File: src/rtl/div.sv
// ---------------------------------------------------------------------------
// div -- iterative 32-bit signed/unsigned divider (restoring, 1 bit/cycle)
//
// Ports
//   clk          : clock, all state changes on the rising edge
//   rst          : synchronous active-high reset (priority over everything)
//   signed_div_i : 1 = signed divide, 0 = unsigned; sampled at acceptance
//   opdata1_i    : dividend, sampled at acceptance
//   opdata2_i    : divisor, sampled at acceptance
//   start_i      : request, held high by the requester until ready_o is seen
//   annul_i      : cancels a division still in progress (ON / BYZERO)
//   result_o     : {remainder[63:32], quotient[31:0]}, registered
//   ready_o      : result_o valid, registered
//   dbg_state    : current FSM state (FREE=0, BYZERO=1, ON=2, END=3)
//
// Handshake: a request is accepted on the first rising edge in FREE where
// start_i=1 and annul_i=0. ready_o then stays high (with result_o stable)
// for as long as start_i is held; the edge after start_i drops returns the
// divider to FREE with ready_o=0 and result_o=0.
//
// Configuration
//   DIV_BYZERO_FAST_EN : when defined, a zero divisor skips the iteration
//                        through the BYZERO state and returns result_o=0.
//                        When undefined, a zero divisor runs the normal
//                        32-step iteration (quotient all ones).
// ---------------------------------------------------------------------------
module div (
  input  logic        clk,
  input  logic        rst,
  input  logic        signed_div_i,
  input  logic [31:0] opdata1_i,
  input  logic [31:0] opdata2_i,
  input  logic        start_i,
  input  logic        annul_i,
  output logic [63:0] result_o,
  output logic        ready_o,
  output logic [1:0]  dbg_state
);

  typedef enum logic [1:0] {
    FREE   = 2'd0,
`ifdef DIV_BYZERO_FAST_EN
    BYZERO = 2'd1,
`endif
    ON     = 2'd2,
    END    = 2'd3
  } state_t;

  state_t      state, state_n;
  logic [5:0]  cnt, cnt_n;
  // {partial remainder (33 bits), dividend/quotient (32 bits)}
  logic [64:0] work, work_n;
  logic [31:0] dvs, dvs_n;          // divisor magnitude
  logic        neg_quot, neg_quot_n;
  logic        neg_rem, neg_rem_n;
  logic [63:0] result_n;
  logic        ready_n;

  // Operand magnitudes at acceptance time.
  logic [31:0] mag_a, mag_b;
  assign mag_a = (signed_div_i && opdata1_i[31]) ? (~opdata1_i + 32'd1) : opdata1_i;
  assign mag_b = (signed_div_i && opdata2_i[31]) ? (~opdata2_i + 32'd1) : opdata2_i;

  // One restoring step on the shifted working register.
  logic [64:0] shifted;
  logic [32:0] diff;
  logic        ge;
  assign shifted = work << 1;
  assign ge      = shifted[64:32] >= {1'b0, dvs};
  assign diff    = shifted[64:32] - {1'b0, dvs};

  // Sign correction applied once all 32 steps are done.
  logic [31:0] quot_fix, rem_fix;
  assign quot_fix = neg_quot ? (~work[31:0] + 32'd1)  : work[31:0];
  assign rem_fix  = neg_rem  ? (~work[63:32] + 32'd1) : work[63:32];

  always_comb begin
    state_n    = state;
    cnt_n      = cnt;
    work_n     = work;
    dvs_n      = dvs;
    neg_quot_n = neg_quot;
    neg_rem_n  = neg_rem;
    result_n   = result_o;
    ready_n    = ready_o;

    case (state)
      FREE: begin
        result_n = 64'd0;
        ready_n  = 1'b0;
        if (start_i && !annul_i) begin
`ifdef DIV_BYZERO_FAST_EN
          if (opdata2_i == 32'd0) state_n = BYZERO;
          else
`endif
          begin
            state_n    = ON;
            cnt_n      = 6'd0;
            work_n     = {33'd0, mag_a};
            dvs_n      = mag_b;
            neg_quot_n = signed_div_i & (opdata1_i[31] ^ opdata2_i[31]);
            // Remainder takes the sign of the dividend.
            neg_rem_n  = signed_div_i & opdata1_i[31];
          end
        end
      end

`ifdef DIV_BYZERO_FAST_EN
      BYZERO: begin
        if (annul_i) begin
          state_n  = FREE;
          result_n = 64'd0;
          ready_n  = 1'b0;
        end else begin
          state_n  = END;
          result_n = 64'd0;
          ready_n  = 1'b1;
        end
      end
`endif

      ON: begin
        if (annul_i) begin
          state_n  = FREE;
          result_n = 64'd0;
          ready_n  = 1'b0;
        end else if (cnt != 6'd32) begin
          // Quotient bit lands in the LSB freed by the shift.
          work_n = ge ? {diff, shifted[31:0] | 32'd1} : shifted;
          cnt_n  = cnt + 6'd1;
        end else begin
          state_n  = END;
          result_n = {rem_fix, quot_fix};
          ready_n  = 1'b1;
        end
      end

      END: begin
        // annul_i is deliberately ignored here; only dropping start_i exits.
        if (!start_i) begin
          state_n  = FREE;
          result_n = 64'd0;
          ready_n  = 1'b0;
        end
      end

      default: begin
        state_n  = FREE;
        result_n = 64'd0;
        ready_n  = 1'b0;
      end
    endcase
  end

  always_ff @(posedge clk) begin
    if (rst) begin
      state    <= FREE;
      cnt      <= 6'd0;
      work     <= 65'd0;
      dvs      <= 32'd0;
      neg_quot <= 1'b0;
      neg_rem  <= 1'b0;
      result_o <= 64'd0;
      ready_o  <= 1'b0;
    end else begin
      state    <= state_n;
      cnt      <= cnt_n;
      work     <= work_n;
      dvs      <= dvs_n;
      neg_quot <= neg_quot_n;
      neg_rem  <= neg_rem_n;
      result_o <= result_n;
      ready_o  <= ready_n;
    end
  end

  assign dbg_state = state;

endmodule
File: config.mk
export PLATFORM = sky130hd
export DESIGN_NAME = div
export DESIGN_NICKNAME = d
export VERILOG_FILES = /design/src/rtl/div.sv
export SDC_FILE = /design/constraint.sdc
export NUM_CORES = 1
export LEC_CHECK = 0
export ABC_CLOCK_PERIOD_IN_PS = 3000
export BUFFER_PORTS_ARGS = -buffer_cell sky130_fd_sc_hd__buf_2
export CAP_MARGIN = 20
export CORE_AREA = 2 2 119 179
export CTS_CLUSTER_DIAMETER = 80
export DETAILED_ROUTE_END_ITERATION = 10
export DIE_AREA = 0 0 121 181
export GPL_TIMING_DRIVEN = 1
export PLACE_DENSITY = 0.85
export SYNTH_ARGS = -nofsm -noshare
export SYNTH_HDL_FRONTEND = slang
export SYNTH_SLANG_ARGS = --single-unit
File: constraint.sdc
create_clock -name clk -period 3 [get_ports clk]
set_clock_uncertainty 0.1 [all_clocks]
set_input_delay 0.45 -clock clk [delete_from_list [all_inputs] [get_ports clk]]
set_output_delay 0.45 -clock clk [all_outputs]
set_load 0.01 [all_outputs]
==> tab_implementation.tex <==
\begin{tabular}{lr}
\hline
Metric & Value \\
\hline
\multicolumn{2}{l}{\textbf{STA}} \\
\quad Final hold violations & 0 \\
\quad Worst relative slew slack & 26.1\% \\
\quad Final setup slack of the worst path & -100 ps \\
\quad Number of max-slew violations in the final report & 0 \\
\quad Post-layout min period & 3100 ps \\
\quad Final setup violation count & 8 \\
\quad Final period utilization & 103\% \\
\quad RSZ-0062 raised after global routing & true \\
\quad FMAX & 323 MHz \\
\quad Sum of negative setup slack & -220 ps \\
\quad Pin slew with the least headroom to its limit & 1110 ps \\
\multicolumn{2}{l}{\textbf{Power}} \\
\quad Combinational cell fraction of total power & 22.0\% \\
\quad Part of the total power dissipated in sequential elements & 39.7\% \\
\quad Design internal power & 0.00424 W \\
\quad Overall power consumption & 0.00604 W \\
\quad Switching part of the total & 29.8\% \\
\quad Pwr per Cell Area & 441 mW/mm\^{}2 \\
\quad Proportion of power drawn by the clock network & 38.3\% \\
\quad Worst ir drop on vdd & 0.439 mV \\
\quad Sw Pwr & 0.00180 W \\
\quad Leakage power & 5.89 nW \\
\multicolumn{2}{l}{\textbf{Setup path}} \\
\quad Crit path largest cell delay & 480 ps \\
\quad Start of the worst register-to-register path & dvs[8]\$\_SDFFE\_PP0P\_ \\
\quad Cells traversed along the worst timing path & inv\_1, ha\_4, a21oi\_2, o21ai\_1, a41o\_1, nor4\_4, o31ai\_1, buf\_4, o31ai\_4, buf\_12, mux2i\_1, o21ai\_0 \\
\quad Number of cells on the worst reg-to-reg path & 12 \\
\quad Endpoint of the lowest-slack register-to-register path & work[35]\$\_SDFFE\_PP0P\_ \\
\quad Worst Setup End Kind & register \\
\quad Worst Path Required & 3190 ps \\
\quad Arrival @ worst endpoint & 3290 ps \\
\quad Crit-path slowest cell & sky130\_fd\_sc\_hd\_\_o31ai\_4 \\
\quad Worst-path maximum fanout & 10 \\
\quad Buffers \& Inverters on Critical Path & 3 \\
\quad CP delay by family, top & compound AO/OA/AOI/OAI gates \\
\quad Sort of element at the start of the critical path & register \\
\quad Worst Path Class, Setup & register to register \\
\quad Register-to-register setup slack & -100 ps \\
\multicolumn{2}{l}{\textbf{Floorplanning}} \\
\quad CORE AREA & 0.0203 mm\^{}2 \\
\quad I/O pin count & 136 \\
\quad Die Area & 0.0219 mm\^{}2 \\
\quad Die height & 181 um \\
\quad Initial core utilization & 52.6\% \\
\quad Number of rows in the core area & 64 \\
\quad Die X & 121 um \\
\multicolumn{2}{l}{\textbf{Clock tree}} \\
\quad Later-pin clock latency in the skew report & 450 ps \\
\quad Buffer cell driving the clock tree root & sky130\_fd\_sc\_hd\_\_clkbuf\_16 \\
\quad CTS clock-pin slew for the worst setup and hold paths & 70 ps \\
\quad Number of buffers inserted by hold repair at cts & 0 \\
\quad Number of buffers between clock root and the deepest sink & 2 \\
\quad Total CTS buffers & 17 \\
\quad Htree depth & 4 \\
\quad CTS tree & done \\
\quad TritonCTS sink count & 171 \\
\multicolumn{2}{l}{\textbf{Yosys}} \\
\quad Basic-gate share of the synthesized area counting and, or, nand and nor cells & 18.9\% \\
\quad FF+latch count, synth & 171 \\
\quad Mux cell area share after synthesis & 2.53\% \\
\quad Number of different library cells in the post-synthesis netlist & 67 \\
\quad Synth Area in Compound Gates & 24.8\% \\
\quad Mean area per synthesized cell & 8.04 um\^{}2 \\
\quad Count of flip-flops with a built-in enable after synthesis & 0 \\
\quad Fraction of synthesis flops using an asynchronous set or reset pin & 0\% \\
\quad Sequential cell area fraction in the yosys report & 32.1\% \\
\quad Warnings from Yosys & 0 \\
\quad Summed instance area of the synthesized netlist & 0.0107 mm\^{}2 \\
\quad Adder-cell share of the synthesized area & 4.65\% \\
\quad Number of nets in the synthesized netlist & 1,435 \\
\quad Main combinational cell family by area after synthesis & compound AO/OA/AOI/OAI gates \\
\quad Syn Inst Count & 1,327 \\
\quad Synth Area in XOR/XNOR & 12.1\% \\
\quad Predominant post-synthesis flop cell & sky130\_fd\_sc\_hd\_\_dfxtp\_1 \\
\multicolumn{2}{l}{\textbf{Hold path}} \\
\quad Instance count along the most critical hold path & 3 \\
\quad Worst hold path class & input pin to register \\
\quad Hold Startpoint & opdata2\_i[0] \\
\quad Worst hold path endpoint & dvs[0]\$\_SDFFE\_PP0P\_ \\
\multicolumn{2}{l}{\textbf{Route}} \\
\quad Violation count after the first detailed-routing iteration & 1,234 \\
\quad Vias after detailed routing & 11,500 \\
\quad DRC Markers & 0 \\
\quad Routed length per instance & 19.8 um \\
\quad Total wirelength of the detailed-routed design & 36,200 um \\
\quad 1st-pass router iterations & 9 \\
\quad DR vias/cell & 6.27 \\
\quad Number of antenna-violating nets in the routed design & 0 \\
\multicolumn{2}{l}{\textbf{Global routing}} \\
\quad All-Layer GR Usage & 31.0\% \\
\quad Wire length of the first global-routing pass & 53,900 um \\
\quad Number of antenna violations at the first check in global routing & 0 \\
\quad Vias in the first global route & 10,900 \\
\quad Total grt overflow & 0 \\
\quad Pin count of the biggest net entering global routing & 79 \\
\multicolumn{2}{l}{\textbf{Finish}} \\
\quad Final nets & 1,662 \\
\quad Fill cell instance count of the final layout & 1,510 \\
\quad Fraction of layout instances using a drive strength above 1 & 26.4\% \\
\quad Storage cell area & 0.00343 mm\^{}2 \\
\quad Area added between synthesis and finish & 28.4\% \\
\quad Diode insertion count for antenna repair & 0 \\
\quad Multi-input logic area & 0.00713 mm\^{}2 \\
\quad Post-route cell area & 0.0137 mm\^{}2 \\
\multicolumn{2}{l}{\textbf{Place}} \\
\quad Detailed placer's ending HPWL & 25,800 um \\
\quad Gpl congestion & 0.933 \\
\quad Placed inst area & 0.0125 mm\^{}2 \\
\quad Port bufs & 135 \\
\quad Placement-stage worst setup slack & -270 ps \\
\multicolumn{2}{l}{\textbf{Run status}} \\
\quad Status & finished with violations \\
\quad Violations in the final reports & setup timing \\
\multicolumn{2}{l}{\textbf{Run}} \\
\quad Max-cap violations & 0 \\
\hline
\end{tabular}
-- layout by cell type, fill, tap and decap left out, types with 9 or more instances in the layout --
cell type	count
sky130_fd_sc_hd__nor2_1	162
sky130_fd_sc_hd__ha_1	23
sky130_fd_sc_hd__o21ai_0	74
sky130_fd_sc_hd__a22oi_1	39
sky130_fd_sc_hd__ha_4	11
sky130_fd_sc_hd__o31ai_1	26
sky130_fd_sc_hd__nor3_1	27
sky130_fd_sc_hd__o41ai_1	13
sky130_fd_sc_hd__dfxtp_1	162
sky130_fd_sc_hd__inv_1	47
sky130_fd_sc_hd__a211oi_1	28
sky130_fd_sc_hd__a22o_1	18
sky130_fd_sc_hd__clkbuf_16	18
sky130_fd_sc_hd__a21oi_1	62
sky130_fd_sc_hd__xnor2_1	97
sky130_fd_sc_hd__nand2b_1	9
sky130_fd_sc_hd__a31oi_1	9
sky130_fd_sc_hd__a222oi_1	28
sky130_fd_sc_hd__mux2i_1	27
sky130_fd_sc_hd__buf_4	151
sky130_fd_sc_hd__nand2_1	99
sky130_fd_sc_hd__buf_2	134
sky130_fd_sc_hd__a21o_1	13
sky130_fd_sc_hd__xor2_1	50
sky130_fd_sc_hd__dfxtp_2	9
sky130_fd_sc_hd__or3_1	14
sky130_fd_sc_hd__nand3_1	22
sky130_fd_sc_hd__or4_1	17
-- registers in the layout, summed over array words and instances (netlist names) --
signal	flops
cnt	6
result_o	64
neg_quot	1
neg_rem	1
ready_o	1
dbg_state	2
work	64
dvs	32
-- area by class of cell --
| type | instances | area share, % |
|---|---|---|
| sequential | 171 | 25.1 |
| timing repair buffer | 296 | 14.6 |
| multi-input combinational | 1016 | 52.1 |
| inverter | 52 | 1.43 |
| tap | 264 | 2.41 |
| clock inverter | 14 | 1.23 |
| clock buffer | 18 | 3.21 |
-- worst max-delay path by stage --
stage / slack [ps] / end / cells past startpoint / from
floorplan: -7 / work[37]$_SDFFE_PP0P_ / 12 / work[41]$_SDFFE_PP0P_
global placement: -160 / work[60]$_SDFFE_PP0P_ / 13 / work[31]$_SDFFE_PP0P_
detailed placement: -270 / work[60]$_SDFFE_PP0P_ / 13 / work[31]$_SDFFE_PP0P_
CTS: 0.8 / work[33]$_SDFFE_PP0P_ / 13 / dvs[8]$_SDFFE_PP0P_
global route: -60 / work[35]$_SDFFE_PP0P_ / 12 / dvs[8]$_SDFFE_PP0P_
finish: -100 / work[35]$_SDFFE_PP0P_ / 12 / dvs[8]$_SDFFE_PP0P_
-- per-layer routing --
layer  track usage [%]  vias to the layer above  share of wire, %
li1                  -                     5277                 -
met1              31.7                     5383                34
met2              56.7                      622                51
met3              4.70                      206               6.4
met4              20.8                        0               7.8
met5                 0                        -                 0
-- synthesized netlist by cell type (all sizes together) (7+ instances only) --
cell type,count,area [um^2]
nor2b,9,56.3
o41ai,16,155
ha,38,475
nand3,25,125
a21oi,70,350
or4,21,169
nor3,28,140
nand4,7,43.8
xor2,50,438
dfxtp,171,3420
a21o,14,105
o21ai,84,420
clkbuf,78,293
a222oi,28,280
nand2,101,379
nand2b,10,62.6
mux2i,27,270
nor2,166,623
a22oi,40,300
a22o,18,158
or3,16,105
nor4,12,105
buf,10,48.8
a211oi,30,225
o31ai,31,243
inv,52,195
xnor2,97,850
a31oi,10,62.6
-- logic make-up after synthesis --
kind of cell             count (synthesis)
AND/OR/NAND/NOR                        421
AO/OA/AOI/OAI                          382
flip-flops                             171
XOR/XNOR                               147
buffers and inverters                  140
adder cells (fa/ha/maj)                 39
multiplexers                            27
-- power groups by stage --
| stage | combinational, W | clock, W | sequential (W) |
|---|---|---|---|
| 6_report | 0.00133 | 0.00231 | 0.00240 |
| 5_1_grt | 0.00142 | 0.00240 | 0.00240 |
| 4_1_cts | 0.00122 | 0.00231 | 0.00239 |
| 3_5_place_dp | 0.00117 | 0 | 0.00244 |
| 3_3_place_gp | 0.00115 | 0 | 0.00244 |
| 2_1_floorplan | 0.000720 | 0 | 0.00243 |
-- metrics by stage --
| step | std cells | hold slack, ps | utilization, % |
|---|---|---|---|
| finish | 1831 | 181 | 67.6 |
| global route | 1831 | 187 | 67.6 |
| CTS | 1824 | 167 | 65.5 |
| detailed placement | 1786 | 344 | 61.8 |
| global placement | 1785 | 339 | 61.7 |
| floorplan | 1327 | 332 | - |
-- worst reg2reg max path, cell delays in order, from the launching register on --
cell and delay, ps:
sky130_fd_sc_hd__dfxtp_1 380, sky130_fd_sc_hd__inv_1 100, sky130_fd_sc_hd__ha_4 250, sky130_fd_sc_hd__a21oi_2 190, sky130_fd_sc_hd__o21ai_1 100, sky130_fd_sc_hd__a41o_1 240
sky130_fd_sc_hd__nor4_4 190, sky130_fd_sc_hd__o31ai_1 120, sky130_fd_sc_hd__buf_4 150, sky130_fd_sc_hd__o31ai_4 480, sky130_fd_sc_hd__buf_12 230, sky130_fd_sc_hd__mux2i_1 230
sky130_fd_sc_hd__o21ai_0 170
-- timing repair --
action,4_1_cts,5_1_grt
endpoints found under the hold margin,0,0
resized for setup,20,70
pin swaps,6,16
setup buffers,5,6
gates cloned,1,1
endpoints found under the setup margin,33,37
Note: power is estimated with default switching activity, not from simulation.
